$ cat config.mk
export PLATFORM = sky130hd
export DESIGN_NAME = delay_slot_ctrl
export DESIGN_NICKNAME = d
export VERILOG_FILES = /design/src/rtl/delay_slot_ctrl.sv
export SDC_FILE = /design/constraint.sdc
export NUM_CORES = 1
export LEC_CHECK = 0
export CAP_MARGIN = 20
export CORE_UTILIZATION = 40
export CTS_CLUSTER_DIAMETER = 30
export DETAILED_ROUTE_END_ITERATION = 10
export PLACE_DENSITY = 0.94
export SLEW_MARGIN = 10
export SYNTH_ARGS = -nofsm -noshare
export SYNTH_HDL_FRONTEND = slang
export SYNTH_SLANG_ARGS = --single-unit
$ cat constraint.sdc
create_clock -name clk -period 3.4 [get_ports clk]
set_clock_uncertainty 0.2 [all_clocks]
set_input_delay 0.51 -clock clk [delete_from_list [all_inputs] [get_ports clk]]
set_output_delay 0.51 -clock clk [all_outputs]
set_load 0.01 [all_outputs]
$ cat src/rtl/delay_slot_ctrl.sv
// rtl/delay_slot_ctrl.sv - delay-slot / bubble controller between fetch and decode
//
// Purpose:
//   Classifies each instruction entering decode as branch class, memory class
//   or other, and inserts a per-class number of NOP bubbles after a qualifying
//   instruction. Each class selects either squash mode, where the bubble
//   replaces the following instruction, or stall mode, where fetch holds so the
//   following instruction is preserved. A saturating counter records the
//   number of bubbles issued.
//
// Ports:
//   clk          in   1      rising-edge clock
//   reset        in   1      synchronous, active-high; overrides en
//   en           in   1      pipeline advance; 0 freezes all state
//   flush        in   1      with en=1, drops outstanding bubbles
//   instr_in     in   WIDTH  instruction from fetch (WIDTH >= 32)
//   instr_out    out  WIDTH  instruction to decode (NOP during bubbles)
//   bubble       out  1      instr_out is an inserted NOP
//   stall_fetch  out  1      fetch must re-present instr_in next cycle
//   slot_cnt     out  4      bubbles remaining, including the current one
//   bubble_total out  16     bubbles issued, saturating at 16'hFFFF

module delay_slot_ctrl #(
    parameter int               WIDTH     = 32,
    parameter int               BR_SLOTS  = 1,
    parameter int               MEM_SLOTS = 1,
    parameter bit               BR_STALL  = 1'b0,
    parameter bit               MEM_STALL = 1'b1,
    parameter logic [WIDTH-1:0] NOP       = 32'h910003FF
) (
    input  logic             clk,
    input  logic             reset,
    input  logic             en,
    input  logic             flush,
    input  logic [WIDTH-1:0] instr_in,
    output logic [WIDTH-1:0] instr_out,
    output logic             bubble,
    output logic             stall_fetch,
    output logic [3:0]       slot_cnt,
    output logic [15:0]      bubble_total
);

    localparam logic [3:0] BR_N  = 4'(BR_SLOTS);
    localparam logic [3:0] MEM_N = 4'(MEM_SLOTS);

    typedef enum logic {
        IDLE = 1'b0,
        BUSY = 1'b1
    } state_t;

    state_t      state;
    state_t      state_next;
    logic [3:0]  cnt_next;
    logic        mode;
    logic        mode_next;
    logic [15:0] total_next;
    logic        is_branch;
    logic        is_mem;

    // The two class patterns are disjoint: memory class needs bits 28:26 = 110.
    assign is_branch = (instr_in[28:26] == 3'b101);
    assign is_mem    = (instr_in[31:23] == 9'b111110000) && !instr_in[21];

    always_ff @(posedge clk) begin
        if (reset) begin
            state        <= IDLE;
            slot_cnt     <= 4'd0;
            mode         <= 1'b0;
            bubble_total <= 16'd0;
        end else begin
            state        <= state_next;
            slot_cnt     <= cnt_next;
            mode         <= mode_next;
            bubble_total <= total_next;
        end
    end

    // Next-state logic. state mirrors (slot_cnt != 0); both are updated here
    // together so they can never disagree.
    always_comb begin
        state_next = state;
        cnt_next   = slot_cnt;
        mode_next  = mode;
        total_next = bubble_total;
        if (en) begin
            if (flush) begin
                // Flush wins over both decrement and a new load; the bubble
                // being shown on a flushed edge is not counted as issued.
                state_next = IDLE;
                cnt_next   = 4'd0;
            end else begin
                case (state)
                    IDLE: begin
                        if (is_branch && (BR_N != 4'd0)) begin
                            state_next = BUSY;
                            cnt_next   = BR_N;
                            mode_next  = BR_STALL;
                        end else if (is_mem && (MEM_N != 4'd0)) begin
                            state_next = BUSY;
                            cnt_next   = MEM_N;
                            mode_next  = MEM_STALL;
                        end
                    end
                    BUSY: begin
                        cnt_next = slot_cnt - 4'd1;
                        if (bubble_total != 16'hFFFF) begin
                            total_next = bubble_total + 16'd1;
                        end
                        if (slot_cnt == 4'd1) begin
                            state_next = IDLE;
                        end
                    end
                    default: begin
                        state_next = IDLE;
                        cnt_next   = 4'd0;
                    end
                endcase
            end
        end
    end

    // Outputs depend only on registered state and instr_in, never on en/flush.
    always_comb begin
        bubble      = 1'b0;
        stall_fetch = 1'b0;
        instr_out   = instr_in;
        if (slot_cnt != 4'd0) begin
            bubble      = 1'b1;
            stall_fetch = mode;
            instr_out   = NOP;
        end
    end

endmodule

==> impl_metrics.ini <==
[outcome]
status = finished, final reports clean

[synth]
ys_ff_latch = 22
avgSynthCellArea_sq_um = 7.89
synth_top_flop_cell = dfxtp_1
async_flop_share_pct = 0
synth_cell_types = 49
syn_area_sq_um = 1490
yosysSeqAreaShare_pct = 29.5
synth_edf_count = 0
yosys_warnings = 0
synth_fp_nets = 229
synthCells = 189

[global_route]
grt_usage_pct = 22.4
grt_antenna_before_repair = 0
grt_pass1_wl_um = 7260
grt-ovfl-total = 0
grt_pass1_vias = 1637
grt_max_degree = 35

[floorplanning]
die_area_sq_um = 3980
coreArea_sq_um = 3440
die_h_um = 63.1
ios = 90
initial_core_util_pct = 43.3
die_width_um = 63.1
row_count = 21

[critical_path]
worst_r2r_path_depth = 5
path_class = flip-flop to output port
rr_endpoint = bubble_total[10]
arrival_ns = 2.06
start_kind = flip-flop
cp-endpoint = instr_out[3]
path_max_fanout = 34
crit_path_end_kind = output port
rrSetupSlack_ns = 0.97
cp.required_ns = 2.69
timing.rr.start = bubble_total[1]
crit_start = slot_cnt[0]

[clocking]
cts_resized = 0
clockRootBuffer = clkbuf_8
htreeDepth = 1
postCtsHoldBufs = 0
path_clk_slew_ns = 0.08
post-cts-setup-buffer-count = 0
cts_tree = built
cts.sinks = 22
clk_path_buf_depth = 2
numCtsBuffers = 3
clkLatencyLatePin_ns = 0.26

[drt]
antenna_left = 0
wl_um = 4280
wl_per_cell_um = 13.4
drc = 0
dr.first_iter.drc_count = 97
firstDrtPassIters = 4
via_per_inst = 5.48
vias = 1747

[cells_and_area]
fin_nets = 315
mostFrequentLayoutCell = clkdlybuf4s50_1
syn_to_final_growth_pct = 64.7
fillCellCount = 279
final_cell_mix = clkdlybuf4s50_1 (89), dfxtp_1 (22), and2_1 (19)
layout-drive-gt1-share_pct = 3.66
fin_util_pct = 71.4
diodes = 0

[timing]
period_share_pct = 81.4
min_period_ns = 2.77
setup_tns_ns = 0
hold_viol = 0
slew_violations = 0
rsz0062_at_grt = false
max_slew_margin_pct = 36.4
fmax_mhz = 361
worstMarginPinSlew_ns = 0.951
worst_slack_ns = 0.633
setup_violations = 0

[placed_design]
pre_cts_ws_ns = 0.534
gp_congestion = 0.823
portBuffers = 89
dp_hpwl_um = 3410

[min_path]
hold_path_depth = 2
hold_class = flip-flop to flip-flop

[pwr]
p_per_area_nw_per_um2 = 234
irDropWorstVdd_mv = 0.133
p_leak_uw = 0.000894

[run]
drv_cap = 0
[cells in the mapped netlist (2+ instances only)]
cell type / count / share of area (%)
a211oi_1: 2 / 1.0
a21oi_1: 11 / 3.7
and2_1: 19 / 8.0
buf_2: 3 / 1.0
clkbuf_1: 6 / 1.5
dfxtp_1: 22 / 30
ha_1: 4 / 3.4
inv_1: 11 / 2.8
mux2_1: 6 / 4.5
nand2_1: 10 / 2.5
nand2b_1: 14 / 5.9
nand3_1: 6 / 2.0
nand3b_1: 2 / 1.0
nand4_1: 3 / 1.3
nor2_1: 14 / 3.5
nor2b_1: 5 / 2.1
nor3b_1: 3 / 1.5
nor4_1: 2 / 0.84
o21ai_0: 2 / 0.67
o31ai_1: 6 / 3.0
o41ai_1: 2 / 1.2
or3_1: 3 / 1.3
or4_1: 7 / 3.5
[flip-flops by register name, indices dropped and copies added, names as in the netlist]
signal        cells
bubble_total     16
slot_cnt          4
mode              1
state             1
[power breakdown]
group	internal [uW]	switching (uW)
clock network	79.1	83.2
registers	258	1.27
logic	98.1	56.0
total	435	140
[through the flow]
step           instances  cell area [sq um]  total power, uW  hold slack, ns
4_1_cts              319               2460              579           0.321
5_1_grt              319               2460              605           0.343
2_1_floorplan        189               1490              319           0.317
3_5_place_dp         316               2410              421           0.308
3_3_place_gp         316               2410              418           0.296
6_report             319               2460              576           0.314
[kinds of logic after synthesis]
family / share of synthesized area [%]
fa+ha+maj: 3.36
mux: 5.20
buf+inv: 6.04
simple gates: 39.8
flops: 29.5
compound gates: 16.1
[worst min-delay path by stage]
stage,to,start
floorplan,bubble_total[6],bubble_total[6]
global placement,bubble_total[11],bubble_total[11]
detailed placement,bubble_total[6],bubble_total[6]
CTS,bubble_total[6],bubble_total[6]
global route,bubble_total[11],bubble_total[11]
finish,bubble_total[11],bubble_total[11]
[layout make-up]
class                           count  area, sq um  share of cell area [%]
Sequential cell                    22          440                    17.9
Inverter                           12         45.0                    1.83
Clock buffer                        3         41.3                    1.68
Tap cell                           46         57.6                    2.34
Multi-Input combinational cell    145          966                    39.3
Timing Repair Buffer               91          906                    36.9
[critical path, stage by stage, from the launching register on]
cell and delay [ns]:
dfxtp_1 0.44, inv_1 0.11, ha_1 0.21, nor3b_2 0.15
buf_4 0.22, nand2b_1 0.11, clkdlybuf4s50_1 0.57
[layer usage]
metal | global-route usage (%) | part of all wire [%] | routed length (um)
met1 | 26.0 | 41 | 1750
met2 | 40.1 | 50 | 2130
met3 | 5.43 | 8.4 | 360
met4 | 6.98 | 0.91 | 39
met5 | 0 | 0 | 0
No activity file was read; power rests on OpenSTA's default activity.
